## src/rtl/lut_cfg_pkg.sv

```systemverilog
// Shared types and helpers for the LUT configuration loader.
package lut_cfg_pkg;

    typedef enum logic [2:0] {
        ST_IDLE,
        ST_LOAD,
        ST_SETUP,
        ST_STROBE,
        ST_HOLD,
        ST_DONE
    } lut_cfg_state_t;

    localparam int DEF_ADDR_BITS  = 4;
    localparam int DEF_MEM_SIZE   = 2 ** DEF_ADDR_BITS;
    localparam int DEF_NUM_LUTS   = 8;
    localparam int DEF_IN_WIDTH   = 4;
    localparam int CHUNKS_PER_LUT = DEF_MEM_SIZE / DEF_IN_WIDTH;

    // Width of an index able to address n items (never less than one bit).
    function automatic int idx_bits(input int n);
        return (n > 1) ? $clog2(n) : 1;
    endfunction

endpackage

```

## src/rtl/lut_cfg_shifter.sv

```systemverilog
// Assembles one LUT truth table from MSB-first stream chunks, counts chunks
// and keeps a running even-parity of the word being built.
module lut_cfg_shifter
    import lut_cfg_pkg::*;
#(
    parameter int MEM_SIZE = DEF_MEM_SIZE,
    parameter int IN_WIDTH = DEF_IN_WIDTH
) (
    input  logic                clk,
    input  logic                rst,
    input  logic                shift_en,
    input  logic [IN_WIDTH-1:0] in_data,
    output logic [MEM_SIZE-1:0] word,
    output logic                word_full,
    output logic                word_parity
);

    localparam int CHUNKS = MEM_SIZE / IN_WIDTH;
    localparam int CNT_W  = idx_bits(CHUNKS);

    logic [CNT_W-1:0] chunk_cnt;
    logic             parity_acc;

    // word_full marks the cycle the last chunk of a word is being accepted
    assign word_full   = shift_en && (chunk_cnt == CNT_W'(CHUNKS - 1));
    // parity includes the chunk currently on the bus
    assign word_parity = parity_acc ^ (^in_data);

    // Shift register, chunk counter and parity accumulator
    always_ff @(posedge clk) begin
        if (rst) begin
            word       <= '0;
            chunk_cnt  <= '0;
            parity_acc <= 1'b0;
        end else if (shift_en) begin
            word <= {word[MEM_SIZE-IN_WIDTH-1:0], in_data};
            if (word_full) begin
                chunk_cnt  <= '0;
                parity_acc <= 1'b0;
            end else begin
                chunk_cnt  <= chunk_cnt + 1'b1;
                parity_acc <= word_parity;
            end
        end
    end

endmodule

```

## src/rtl/lut_config_loader.sv

```systemverilog
// Programs a bank of level-sensitive LUT latches from a narrow stream:
// assemble a word, hold it one cycle, strobe one comb_set line, hold again.
// Optional build macro LUT_CONFIG_PARITY_EN: per-word even-parity check that
// suppresses the strobe of a bad word and raises a sticky err flag.
//
// state     | meaning
// IDLE      | waiting for start
// LOAD      | accepting stream chunks for LUT idx
// SETUP     | word frozen, latch inputs settle
// STROBE    | comb_set[idx] high for one cycle
// HOLD      | word frozen after strobe, then next LUT or DONE
// DONE      | one-cycle done pulse
module lut_config_loader
    import lut_cfg_pkg::*;
#(
    parameter int ADDR_BITS = DEF_ADDR_BITS,
    parameter int MEM_SIZE  = 2 ** ADDR_BITS,
    parameter int NUM_LUTS  = DEF_NUM_LUTS,
    parameter int IN_WIDTH  = DEF_IN_WIDTH
) (
    input  logic                clk,
    input  logic                rst,
    input  logic                start,
    input  logic [IN_WIDTH-1:0] in_data,
    input  logic                in_valid,
    output logic                in_ready,
    input  logic                in_parity,
    output logic [MEM_SIZE-1:0] config_out,
    output logic [NUM_LUTS-1:0] comb_set,
    output logic                busy,
    output logic                done,
    output logic                err
);

    localparam int IDX_W = idx_bits(NUM_LUTS);

    lut_cfg_state_t   state_q, state_d;
    logic [IDX_W-1:0] idx_q;
    logic             word_full;
    logic             word_parity;
    logic             par_bad;
    logic             last_lut;

    assign in_ready = (state_q == ST_LOAD);
    assign busy     = (state_q != ST_IDLE);
    assign done     = (state_q == ST_DONE);
    assign last_lut = (idx_q == IDX_W'(NUM_LUTS - 1));

    lut_cfg_shifter #(
        .MEM_SIZE (MEM_SIZE),
        .IN_WIDTH (IN_WIDTH)
    ) u_shifter (
        .clk         (clk),
        .rst         (rst),
        .shift_en    (in_valid && in_ready),
        .in_data     (in_data),
        .word        (config_out),
        .word_full   (word_full),
        .word_parity (word_parity)
    );

`ifdef LUT_CONFIG_PARITY_EN
    logic par_bad_q;
    logic err_q;

    assign par_bad = par_bad_q;
    assign err     = err_q;

    // Latch the parity verdict with the last chunk; err sticks until a new start
    always_ff @(posedge clk) begin
        if (rst) begin
            par_bad_q <= 1'b0;
            err_q     <= 1'b0;
        end else begin
            if (word_full)
                par_bad_q <= (word_parity != in_parity);
            if (state_q == ST_IDLE && start)
                err_q <= 1'b0;
            else if (state_q == ST_SETUP && par_bad_q)
                err_q <= 1'b1;
        end
    end
`else
    logic unused_parity;

    assign unused_parity = word_parity ^ in_parity;
    assign par_bad       = 1'b0;
    assign err           = 1'b0;
`endif

    // State register and LUT index
    always_ff @(posedge clk) begin
        if (rst) begin
            state_q <= ST_IDLE;
            idx_q   <= '0;
        end else begin
            state_q <= state_d;
            if (state_q == ST_IDLE && start)
                idx_q <= '0;
            else if (state_q == ST_HOLD && !last_lut)
                idx_q <= idx_q + 1'b1;
        end
    end

    // Next-state decode
    always_comb begin
        state_d = state_q;
        case (state_q)
            ST_IDLE:   if (start) state_d = ST_LOAD;
            ST_LOAD:   if (word_full) state_d = ST_SETUP;
            ST_SETUP:  state_d = ST_STROBE;
            ST_STROBE: state_d = ST_HOLD;
            ST_HOLD:   state_d = last_lut ? ST_DONE : ST_LOAD;
            ST_DONE:   state_d = ST_IDLE;
            default:   state_d = ST_IDLE;
        endcase
    end

    // One-hot strobe; a word that failed parity gets an idle cycle instead
    always_comb begin
        comb_set = '0;
        if (state_q == ST_STROBE && !par_bad)
            comb_set = NUM_LUTS'(1) << idx_q;
    end

endmodule

```

## config.mk

```make
export PLATFORM = sky130hd
export DESIGN_NAME = lut_config_loader
export DESIGN_NICKNAME = d
export VERILOG_FILES = /design/src/rtl/lut_cfg_pkg.sv /design/src/rtl/lut_cfg_shifter.sv /design/src/rtl/lut_config_loader.sv
export SDC_FILE = /design/constraint.sdc
export NUM_CORES = 1
export LEC_CHECK = 0
export CORE_UTILIZATION = 35
export DETAILED_ROUTE_END_ITERATION = 12
export PLACE_DENSITY_LB_ADDON = 0.1
export REMOVE_ABC_BUFFERS = 1
export SLEW_MARGIN = 20
export SYNTH_ARGS = -nofsm -noshare
export SYNTH_HDL_FRONTEND = slang
export SYNTH_SLANG_ARGS = --single-unit
export TNS_END_PERCENT = 10
```

## constraint.sdc

```tcl
create_clock -name clk -period 3.1 [get_ports clk]
set_input_delay 0.465 -clock clk [delete_from_list [all_inputs] [get_ports clk]]
set_output_delay 0.465 -clock clk [all_outputs]
set_load 0.02 [all_outputs]
```

# Word level (Yosys, flattened, before mapping)
# Index checks and enable logic that the tools add are counted.
word_totals:
  n_memories: 0
  out_inout_bits: 28
  mem_bits_ro: 0
  latchBits: 0
  word_cells: 31
  reg_bits: 24
  mem_bits_rw: 0
classes:
  n_eq_ne: 9
  shift: 1
  div_mod_pow: 0
  magnitude_cmp: 0
  muxes: 6
  n_reduce_logical: 9
  n_bitwise: 0
  multipliers: 0
  n_addsub: 2
ops:
  columns: ["operator", "n"]
  rows:
  - ["$pmux W3 S5", 1]
  - ["$eq A3 B3 Y1 const B", 3]
  - ["$mux W3", 3]
  - ["$mux W8", 1]
  - ["$shl A1 B3 Y8 const A", 1]
  - ["$eq A3 B2 Y1 const B", 2]
  - ["$logic_and A1 B1 Y1", 4]
  - ["$add A3 B1 Y3 const B", 1]
  - ["$eq A3 B1 Y1 const B", 1]
  - ["$logic_not A3 Y1", 1]
  - ["$reduce_bool A3 Y1", 1]
  - ["$add A2 B1 Y2 const B", 1]
  - ["$eq A2 B2 Y1 const B", 1]
  - ["$mux W2", 1]
  - ["$ne A2 B1 Y1 const B", 1]
  - ["$ne A2 B2 Y1 const B", 1]
  - ["$reduce_and A2 Y1", 1]
  - ["$reduce_or A2 Y1", 1]
  - ["$logic_not A1 Y1", 1]

# Depth between registers and ports, before layout
# Gate-level depths: netlist of run 1.
depth:
  depth_word: 5
  depth_mapped: 6

# Cells and area by module
# From an unflattened synthesis of run 1, not the netlist that was laid out.
hier_totals:
  hier_cells: 125
  hier_area_um2: 1222.4
by_module_without_submodules:
  columns: ["mod", "cells_each", "seq_area_each_um2", "area_each_um2", "n_inst"]
  rows:
  - ["lut_cfg_shifter", 70, 380.4, 760.7, 1]
  - ["lut_config_loader", 55, 120.1, 461.7, 1]

# Worst setup path after synthesis of run 1
# OpenSTA, ideal clock, no wires.
synth_timing:
  kind: "register to output"
  from: "register state_q[2]"
  to: "output port comb_set[0]"
  arrival_time_ps: 1070
  stages_incl_launch_ff: 5
  setup_slack_ps: 1565
  path_cell_list: "dfxtp_1 buf_6 and3b_1 clkbuf_1 and3_1"
synth_via:
  elab_chain_len: 2
synth_rtl:
  columns: ["item", "line_no", "rtl"]
  rows:
  - ["start: declaration", "lut_config_loader.sv:37", "lut_cfg_state_t state_q, state_d;"]
  - ["start signal: assignment", "lut_config_loader.sv:97", "state_q <= state_d;"]
  - ["$eq A3 B2 Y1", "lut_config_loader.sv:122", "if (state_q == ST_STROBE && !par_bad)"]
  - ["$mux W8", "lut_config_loader.sv:122", null]
  - ["end: declaration", "lut_config_loader.sv:29", "output logic [NUM_LUTS-1:0] comb_set,"]
# Every way passes these cells.

# Worst setup path in the final report of run 1
layout_timing:
  from: "register state_q[0]"
  to: "output port comb_set[4]"
# The elaborated chain is that of the path after synthesis.

==> results of run 1 <==
registers in the layout (all words and copies together) (netlist names):
name and flops:
u_shifter.word 16, idx_q 3, state_q 3, u_shifter.chunk_cnt 2
power groups by stage:
| stage | clock network, mW | logic, mW | registers [mW] |
|---|---|---|---|
| after detailed placement | 0 | 0.0551 | 0.326 |
| final | 0.133 | 0.0549 | 0.319 |
| after floorplan | 0 | 0.0217 | 0.328 |
| after global routing | 0.150 | 0.0596 | 0.320 |
| after CTS | 0.140 | 0.0553 | 0.319 |
| after global placement | 0 | 0.0543 | 0.325 |
worst max-delay path by stage:
stage	startpoint	to
floorplan	in_valid	u_shifter.chunk_cnt[0]
global placement	state_q[0]	comb_set[0]
detailed placement	state_q[1]	comb_set[4]
CTS	state_q[1]	comb_set[4]
global route	state_q[0]	comb_set[0]
finish	state_q[0]	comb_set[4]
tightest hold or removal path, cell delays in order (launching register included):
cell	delay, ns
sky130_fd_sc_hd__dfxtp_1	0.33
sky130_fd_sc_hd__nand2_1	0.05
sky130_fd_sc_hd__a21oi_1	0.05
cells in the mapped netlist (all sizes together):
cell type,number,area share (%)
nand2,36,12
dfxtp,24,43
a21oi,18,8.1
ha,7,7.9
nor2,7,2.4
and3,6,3.4
buf,6,4.3
inv,4,1.4
clkbuf,3,1.0
a211oi,2,1.4
a31oi,2,1.1
and2,2,1.1
nand2b,2,1.1
a211o,1,0.79
a31o,1,0.79
and3b,1,0.79
and4bb,1,1.1
conb,1,0.34
mux2i,1,0.90
nand4b,1,0.79
nand4bb,1,1.0
nor4b,1,2.1
o21ai,1,0.45
or2b,1,0.68
or3,1,0.57
xnor2,1,0.79
routing by layer:
metal	vias to the layer above	GRT usage, %
met5	-	0
met4	0	6.12
met3	4	3.35
met2	18	23.2
met1	431	17.4
li1	494	-
per-stage QoR:
stage                     area, sq um  utilization, %  instances
after CTS                        1480            48.9        206
after global placement           1460            48.2        203
final                            1480            48.9        206
after floorplan                  1050               -        123
after global routing             1480            48.9        206
after detailed placement         1460            48.2        203
kinds of logic after synthesis:
kind of cell    after synthesis  share of synthesized area, %
simple gates                 60                          27.3
compound gates               25                          12.7
flops                        24                          43.4
buf+inv                      13                          6.67
fa+ha+maj                     7                          7.91
other cells                   1                         0.339
xor+xnor                      1                         0.791
mux                           1                         0.904
cell type report:
cell class	count	share of cell area [%]
inverter	4	1.01
tap	44	3.72
sequential	24	32.4
timing repair buffer	36	24.0
clock buffer	3	1.52
multi-input combinational	95	37.3
==> impl_metrics.prom, run 1 <==
# TYPE chip_impl_metric gauge
chip_impl_info{name="result_of_the_run",value="finished clean"} 1
chip_impl_metric{name="grt_util_all_layers",unit="%"} 14.0
chip_impl_metric{name="first_iteration_detailed_routing_drc_count",unit=""} 19
chip_impl_metric{name="cts-hold-fix-buffers",unit=""} 0
chip_impl_metric{name="detail_route.wirelength",unit="um"} 2240
chip_impl_metric{name="reg2reg_setup_slack",unit="ns"} 1.56
chip_impl_info{name="critical_path.cell_chain",value="and3b_1, and3_1, clkdlybuf4s50_1"} 1
chip_impl_metric{name="detailedPlacementHpwl",unit="um"} 1660
chip_impl_metric{name="pwr-share-comb",unit="%"} 10.8
chip_impl_metric{name="share_of_cells_above_drive_strength_1",unit="%"} 4.32
chip_impl_metric{name="ir_drop",unit="mV"} 0.151
chip_impl_metric{name="critical_path.max_stage_delay",unit="ns"} 0.60
chip_impl_metric{name="clk_path_buf_depth",unit=""} 2
chip_impl_metric{name="insertedDiodeCount",unit=""} 0
chip_impl_metric{name="ff2ff_path_depth",unit=""} 5
chip_impl_metric{name="placeableCoreArea",unit="sq mm"} 0.00303
chip_impl_metric{name="switching_share",unit="%"} 24.2
chip_impl_metric{name="maxClockFrequency",unit="MHz"} 415
chip_impl_metric{name="grt_first_pass_wirelength",unit="um"} 3640
chip_impl_metric{name="dr_wl_met2",unit="um"} 1090
chip_impl_metric{name="synth-seq-area-share",unit="%"} 43.4
chip_impl_metric{name="power.leakage",unit="nW"} 0.535
chip_impl_metric{name="syn_to_final_growth",unit="%"} 33.8
chip_impl_info{name="clock-root-buffer",value="sky130_fd_sc_hd__clkbuf_4"} 1
chip_impl_info{name="timing.hold.worst.class",value="register to register"} 1
chip_impl_metric{name="seq_power_share",unit="%"} 62.9
chip_impl_metric{name="synth_area_per_cell",unit="sq um"} 8.39
chip_impl_metric{name="critical_path_cell_count",unit=""} 3
chip_impl_metric{name="die_area",unit="sq mm"} 0.00339
chip_impl_info{name="classification_of_the_worst_setup_path",value="register to primary output"} 1
chip_impl_metric{name="vias_per_cell",unit=""} 4.60
chip_impl_metric{name="min_delay_path_depth",unit=""} 2
chip_impl_metric{name="gpl.final_weighted_congestion",unit=""} 0.708
chip_impl_metric{name="fin_setup_tns",unit="ns"} 0
chip_impl_info{name="setup.worst_path.start_class",value="register"} 1
chip_impl_metric{name="vias_in_the_first_global_route",unit=""} 837
chip_impl_metric{name="finalClockSkew",unit="ns"} 0.00288
chip_impl_metric{name="final.fill_count",unit=""} 303
chip_impl_metric{name="clkSinkCount",unit=""} 24
chip_impl_metric{name="multi_input_comb_area",unit="sq um"} 553
chip_impl_metric{name="holdWs",unit="ns"} 0.461
chip_impl_metric{name="grt-ovfl-total",unit=""} 0
chip_impl_info{name="cell_type_of_the_slowest_stage_on_the_worst_timing_path",value="sky130_fd_sc_hd__clkdlybuf4s50_1"} 1
chip_impl_metric{name="largest_net_degree_at_the_start_of_global_routing",unit=""} 20
chip_impl_metric{name="die-height",unit="um"} 58.2
chip_impl_metric{name="postCtsSetupBuffers",unit=""} 0
chip_impl_info{name="rsz_0062_raised_after_global_routing",value="false"} 1
chip_impl_metric{name="detailroute.via_count",unit=""} 947
chip_impl_metric{name="cts_resized",unit=""} 0
chip_impl_metric{name="postSynthRegisterBits",unit=""} 24
chip_impl_metric{name="synth.lib_cells_used.distinct",unit=""} 28
chip_impl_info{name="worstHoldStart",value="u_shifter.word[12]"} 1
chip_impl_metric{name="yosys_warnings",unit=""} 0
chip_impl_info{name="timing.hold.worst_endpoint",value="u_shifter.word[12]"} 1
chip_impl_metric{name="power.switching",unit="mW"} 0.122
chip_impl_metric{name="tritoncts.num_buffers",unit=""} 3
chip_impl_info{name="maxUsedRoutingLayer",value="met4"} 1
chip_impl_metric{name="report.power.total",unit="mW"} 0.506
chip_impl_metric{name="netlist_instances",unit=""} 132
chip_impl_metric{name="period_minus_slack",unit="ns"} 2.41
chip_impl_metric{name="clk_pin_slew",unit="ns"} 0.12
chip_impl_metric{name="slew-limit-headroom",unit="%"} 59.2
chip_impl_metric{name="critPathMaxFanout",unit=""} 9
chip_impl_info{name="crit_family",value="buffers and inverters"} 1
chip_impl_metric{name="final-seq-area",unit="sq um"} 480
chip_impl_metric{name="worst-endpoint-arrival",unit="ns"} 1.94
chip_impl_metric{name="timing.max_cap.violations",unit=""} 0
chip_impl_metric{name="clock_power_share",unit="%"} 26.2
chip_impl_metric{name="postLayoutSetupSlackWorst",unit="ns"} 0.693
chip_impl_metric{name="hold_viol",unit=""} 0
chip_impl_metric{name="nNetsFinal",unit=""} 180
chip_impl_metric{name="dieWidth",unit="um"} 58.2
chip_impl_metric{name="num_io_pins",unit=""} 37
chip_impl_metric{name="grt_antenna_before_repair",unit=""} 0
chip_impl_metric{name="cts-htree-levels",unit=""} 1
chip_impl_metric{name="crit_buf_inv",unit=""} 1
chip_impl_metric{name="remaining_drc_errors",unit=""} 0
chip_impl_metric{name="std_cell_rows",unit=""} 20
chip_impl_metric{name="insertion_delay",unit="ns"} 0.31
chip_impl_metric{name="first_pass_iters",unit=""} 4
chip_impl_info{name="worstSetupEndpointType",value="primary output"} 1
chip_impl_info{name="mostFrequentLayoutCells",value="36 x sky130_fd_sc_hd__nand2_1, 34 x sky130_fd_sc_hd__clkdlybuf4s50_1, 24 x sky130_fd_sc_hd__dfxtp_1, 18 x sky130_fd_sc_hd__a21oi_1"} 1
chip_impl_metric{name="dr_wl_met3",unit="um"} 106
chip_impl_metric{name="synth_area",unit="sq mm"} 0.00111
chip_impl_metric{name="finalMaxSlewViolations",unit=""} 0
chip_impl_metric{name="ratio_of_final_minimum_period_to_clock_period",unit="%"} 77.7
chip_impl_metric{name="count_of_nets_left_with_antenna_violations_after_detail_routing",unit=""} 0
chip_impl_metric{name="route.detailed.wl_per_inst",unit="um"} 10.8
chip_impl_metric{name="worst-slew-pin-transition",unit="ns"} 0.612
chip_impl_metric{name="pre_cts_ws",unit="ns"} 1.05
chip_impl_metric{name="placement.io_buffers",unit=""} 34
chip_impl_metric{name="power_density",unit="mW/mm^2"} 342
chip_impl_metric{name="floorplan.initialDensity",unit="%"} 36.6
chip_impl_metric{name="critical_path_required",unit="ns"} 2.63
chip_impl_info{name="clock_tree_from_tritoncts",value="built"} 1
chip_impl_metric{name="setup_viol",unit=""} 0
chip_impl_info{name="r2r-end",value="idx_q[1]"} 1
chip_impl_metric{name="detail_route.wirelength.met1",unit="um"} 1010
chip_impl_info{name="commonest_non_fill_non_tap_cell_in_the_layout",value="sky130_fd_sc_hd__nand2_1"} 1
chip_impl_metric{name="power.internal",unit="mW"} 0.384
chip_impl_info{name="crit_reg_reg_startpoint",value="idx_q[0]"} 1
Power figures use the tool's default switching activity.
==> run 2: changes to the inputs <==
- clock period: 3.1 -> 2.45 ns (I/O delays scaled with it)
==> run 2 against run 1 <==
Net effect:
- design area is 2.1% higher
- sequential share of layout area is 0.59 points lower
- register-to-register slack worse by 0.64 ns
- via count is 1.8% higher
- power is 50% higher
- sequential power is 26% higher
- first-iteration DRC count is 16% higher
- die area stayed put
- clock-buffer cell count stayed put
==> impl_metrics.prom, run 2 (synthesis gave the netlist of run 1 again) <==
# TYPE chip_impl_metric gauge
chip_impl_info{name="crit_reg_reg_startpoint",value="idx_q[0]"} 1
chip_impl_metric{name="postCtsSetupBuffers",unit=""} 0
chip_impl_metric{name="critical_path.max_stage_delay",unit="ns"} 0.60
chip_impl_metric{name="cts-htree-levels",unit=""} 1
chip_impl_info{name="regMostFlops",value="u_shifter.word"} 1
chip_impl_metric{name="instances_no_fill",unit=""} 207
chip_impl_metric{name="finalClockSkew",unit="ns"} 0.00186
chip_impl_info{name="cell_type_of_the_slowest_stage_on_the_worst_timing_path",value="sky130_fd_sc_hd__clkdlybuf4s50_1"} 1
chip_impl_metric{name="ratio_of_final_minimum_period_to_clock_period",unit="%"} 94.6
chip_impl_info{name="commonest_non_fill_non_tap_cell_in_the_layout",value="sky130_fd_sc_hd__nand2_1"} 1
chip_impl_metric{name="detailedPlacementHpwl",unit="um"} 1600
chip_impl_metric{name="maxClockFrequency",unit="MHz"} 432
chip_impl_info{name="worstSetupEndpointType",value="primary output"} 1
chip_impl_metric{name="pwr-share-comb",unit="%"} 9.2
chip_impl_info{name="timing.hold.worst.class",value="register to register"} 1
chip_impl_metric{name="placed_cells",unit=""} 203
chip_impl_info{name="largestRegisters",value="u_shifter.word x16, idx_q x3, state_q x3"} 1
chip_impl_metric{name="die-height",unit="um"} 58.2
chip_impl_info{name="launching_element_of_the_worst_setup_path",value="state_q[1]"} 1
chip_impl_metric{name="worst-slew-pin-transition",unit="ns"} 0.611
chip_impl_info{name="mostFrequentLayoutCells",value="36 x sky130_fd_sc_hd__nand2_1, 34 x sky130_fd_sc_hd__clkdlybuf4s50_1, 23 x sky130_fd_sc_hd__dfxtp_1, 18 x sky130_fd_sc_hd__a21oi_1"} 1
chip_impl_metric{name="remaining_drc_errors",unit=""} 0
chip_impl_info{name="crit_family",value="buffers and inverters"} 1
chip_impl_metric{name="critical_path_required",unit="ns"} 2.08
chip_impl_metric{name="power.switching",unit="mW"} 0.164
chip_impl_metric{name="critPathMaxFanout",unit=""} 9
chip_impl_metric{name="clkSinkCount",unit=""} 24
chip_impl_metric{name="placeableCoreArea",unit="sq mm"} 0.00303
chip_impl_info{name="critical_path.cell_chain",value="and3b_1, and3_1, clkdlybuf4s50_1"} 1
chip_impl_metric{name="num_io_pins",unit=""} 37
chip_impl_metric{name="std_cell_rows",unit=""} 20
chip_impl_metric{name="ir_drop",unit="mV"} 0.242
chip_impl_metric{name="largest_reg_flops",unit=""} 16
chip_impl_metric{name="grt_first_pass_wirelength",unit="um"} 3910
chip_impl_metric{name="finalMaxSlewViolations",unit=""} 0
chip_impl_metric{name="timing.max_cap.violations",unit=""} 0
chip_impl_info{name="classification_of_the_worst_setup_path",value="register to primary output"} 1
chip_impl_metric{name="gpl.final_weighted_congestion",unit=""} 0.684
chip_impl_info{name="clock-root-buffer",value="sky130_fd_sc_hd__clkbuf_4"} 1
chip_impl_metric{name="tritoncts.num_buffers",unit=""} 3
chip_impl_info{name="rsz_0062_raised_after_global_routing",value="false"} 1
chip_impl_metric{name="clk_path_buf_depth",unit=""} 2
chip_impl_metric{name="power.leakage",unit="nW"} 0.549
chip_impl_metric{name="nNetsFinal",unit=""} 180
chip_impl_metric{name="final.fill_count",unit=""} 306
chip_impl_metric{name="insertion_delay",unit="ns"} 0.31
chip_impl_metric{name="setup_viol",unit=""} 0
chip_impl_metric{name="hold_viol",unit=""} 0
chip_impl_metric{name="largest_net_degree_at_the_start_of_global_routing",unit=""} 20
chip_impl_metric{name="grt_util_all_layers",unit="%"} 15.1
chip_impl_metric{name="crit_buf_inv",unit=""} 1
chip_impl_metric{name="clock_power_share",unit="%"} 37.6
chip_impl_metric{name="vias_in_the_first_global_route",unit=""} 899
chip_impl_metric{name="die_area",unit="sq mm"} 0.00339
chip_impl_info{name="result_of_the_run",value="finished clean"} 1
chip_impl_metric{name="syn_to_final_growth",unit="%"} 36.6
chip_impl_info{name="setup.worst_path.start_class",value="register"} 1
chip_impl_metric{name="slew-limit-headroom",unit="%"} 59.3
chip_impl_metric{name="reg2reg_setup_slack",unit="ns"} 0.92
chip_impl_metric{name="count_of_nets_left_with_antenna_violations_after_detail_routing",unit=""} 0
chip_impl_metric{name="detailroute.via_count",unit=""} 964
chip_impl_metric{name="grt-ovfl-total",unit=""} 0
chip_impl_metric{name="first_iteration_detailed_routing_drc_count",unit=""} 22
chip_impl_metric{name="period_minus_slack",unit="ns"} 2.32
chip_impl_metric{name="insertedDiodeCount",unit=""} 0
chip_impl_metric{name="detail_route.wirelength",unit="um"} 2240
chip_impl_info{name="endpoint",value="comb_set[6]"} 1
chip_impl_metric{name="clk_pin_slew",unit="ns"} 0.13
chip_impl_metric{name="placement.io_buffers",unit=""} 34
chip_impl_metric{name="floorplan.initialDensity",unit="%"} 36.6
chip_impl_metric{name="share_of_cells_above_drive_strength_1",unit="%"} 5.52
chip_impl_info{name="clock_tree_from_tritoncts",value="built"} 1
chip_impl_metric{name="route.detailed.wl_per_inst",unit="um"} 10.8
chip_impl_metric{name="fin_setup_tns",unit="ns"} 0
chip_impl_metric{name="power_density",unit="mW/mm^2"} 501
chip_impl_metric{name="worst-endpoint-arrival",unit="ns"} 1.95
chip_impl_metric{name="ff2ff_path_depth",unit=""} 5
chip_impl_info{name="r2r-end",value="idx_q[1]"} 1
chip_impl_metric{name="grt_antenna_before_repair",unit=""} 0
chip_impl_metric{name="critical_path_cell_count",unit=""} 3
chip_impl_metric{name="seq_power_share",unit="%"} 53.2
chip_impl_metric{name="power.internal",unit="mW"} 0.594
chip_impl_metric{name="switching_share",unit="%"} 21.7
chip_impl_metric{name="dieWidth",unit="um"} 58.2
chip_impl_metric{name="first_pass_iters",unit=""} 4
chip_impl_metric{name="vias_per_cell",unit=""} 4.66
[run 2: changes by cell type in the layout (fill, tap and decap cells not counted)]
cell	before	now
sky130_fd_sc_hd__bufinv_16	0	1
sky130_fd_sc_hd__dfxtp_1	24	23
sky130_fd_sc_hd__dfxtp_2	0	1
[run 2: worst min-delay path by stage]
stage | from | to | slack, ns | cells after the start
2_1_floorplan | u_shifter.chunk_cnt[1] | u_shifter.chunk_cnt[1] | 0.43 | 2
3_3_place_gp | u_shifter.word[15] | u_shifter.word[15] | 0.44 | 2
5_1_grt | u_shifter.word[13] | u_shifter.word[13] | 0.50 | 2
3_5_place_dp | u_shifter.word[14] | u_shifter.word[14] | 0.45 | 2
4_1_cts | u_shifter.word[14] | u_shifter.word[14] | 0.47 | 2
6_report | u_shifter.word[14] | u_shifter.word[14] | 0.46 | 2
[run 2: timing repair]
item | 4_1_cts | 5_1_grt
endpoints found under the setup margin | 0 | 2
resized for setup | 0 | 1
hold buffers | 0 | 0
[run 2: metal layers]
metal	part of all wire [%]	vias to the layer above	track usage, %
met4	1.7	0	7.48
met5	0	-	0
met1	47	445	18.8
met2	47	19	24.0
li1	-	496	-
met3	4.4	4	4.02
[run 2: power groups by stage]
stage,clock [mW],sequential [mW],combinational (mW)
after floorplan,0,0.415,0.0275
after detailed placement,0,0.412,0.0702
after global routing,0.315,0.405,0.0767
final,0.285,0.403,0.0697
after global placement,0,0.412,0.0687
after CTS,0.296,0.403,0.0704
[run 2: stage by stage]
stage | instance area (sq um) | worst slack (ns) | power, mW | util [%] | hold WS [ns]
floorplan | 1050 | 0.924 | 0.442 | - | 0.434
global placement | 1460 | 0.528 | 0.480 | 48.2 | 0.443
detailed placement | 1460 | 0.489 | 0.482 | 48.2 | 0.448
CTS | 1510 | 0.108 | 0.770 | 49.9 | 0.467
global route | 1510 | 0.00146 | 0.797 | 50.0 | 0.496
finish | 1510 | 0.133 | 0.758 | 50.0 | 0.464
[run 2: cell type report]
type                            count  area, sq um  share of cell area, %
Timing Repair Buffer               36          355                   23.5
Sequential cell                    24          482                   31.8
Clock buffer                        3         22.5                   1.49
Inverter                            4         15.0                  0.993
Tap cell                           44         55.1                   3.64
Multi-Input combinational cell     95          553                   36.6
Clock inverter                      1         30.0                   1.99
[run 2: worst register-to-register path, delay by kind of cell, from the launching register on]
family	cells	cell delay (ns)
fa+ha+maj	2	0.46
simple gates	2	0.39
flops	1	0.37
mux	1	0.22
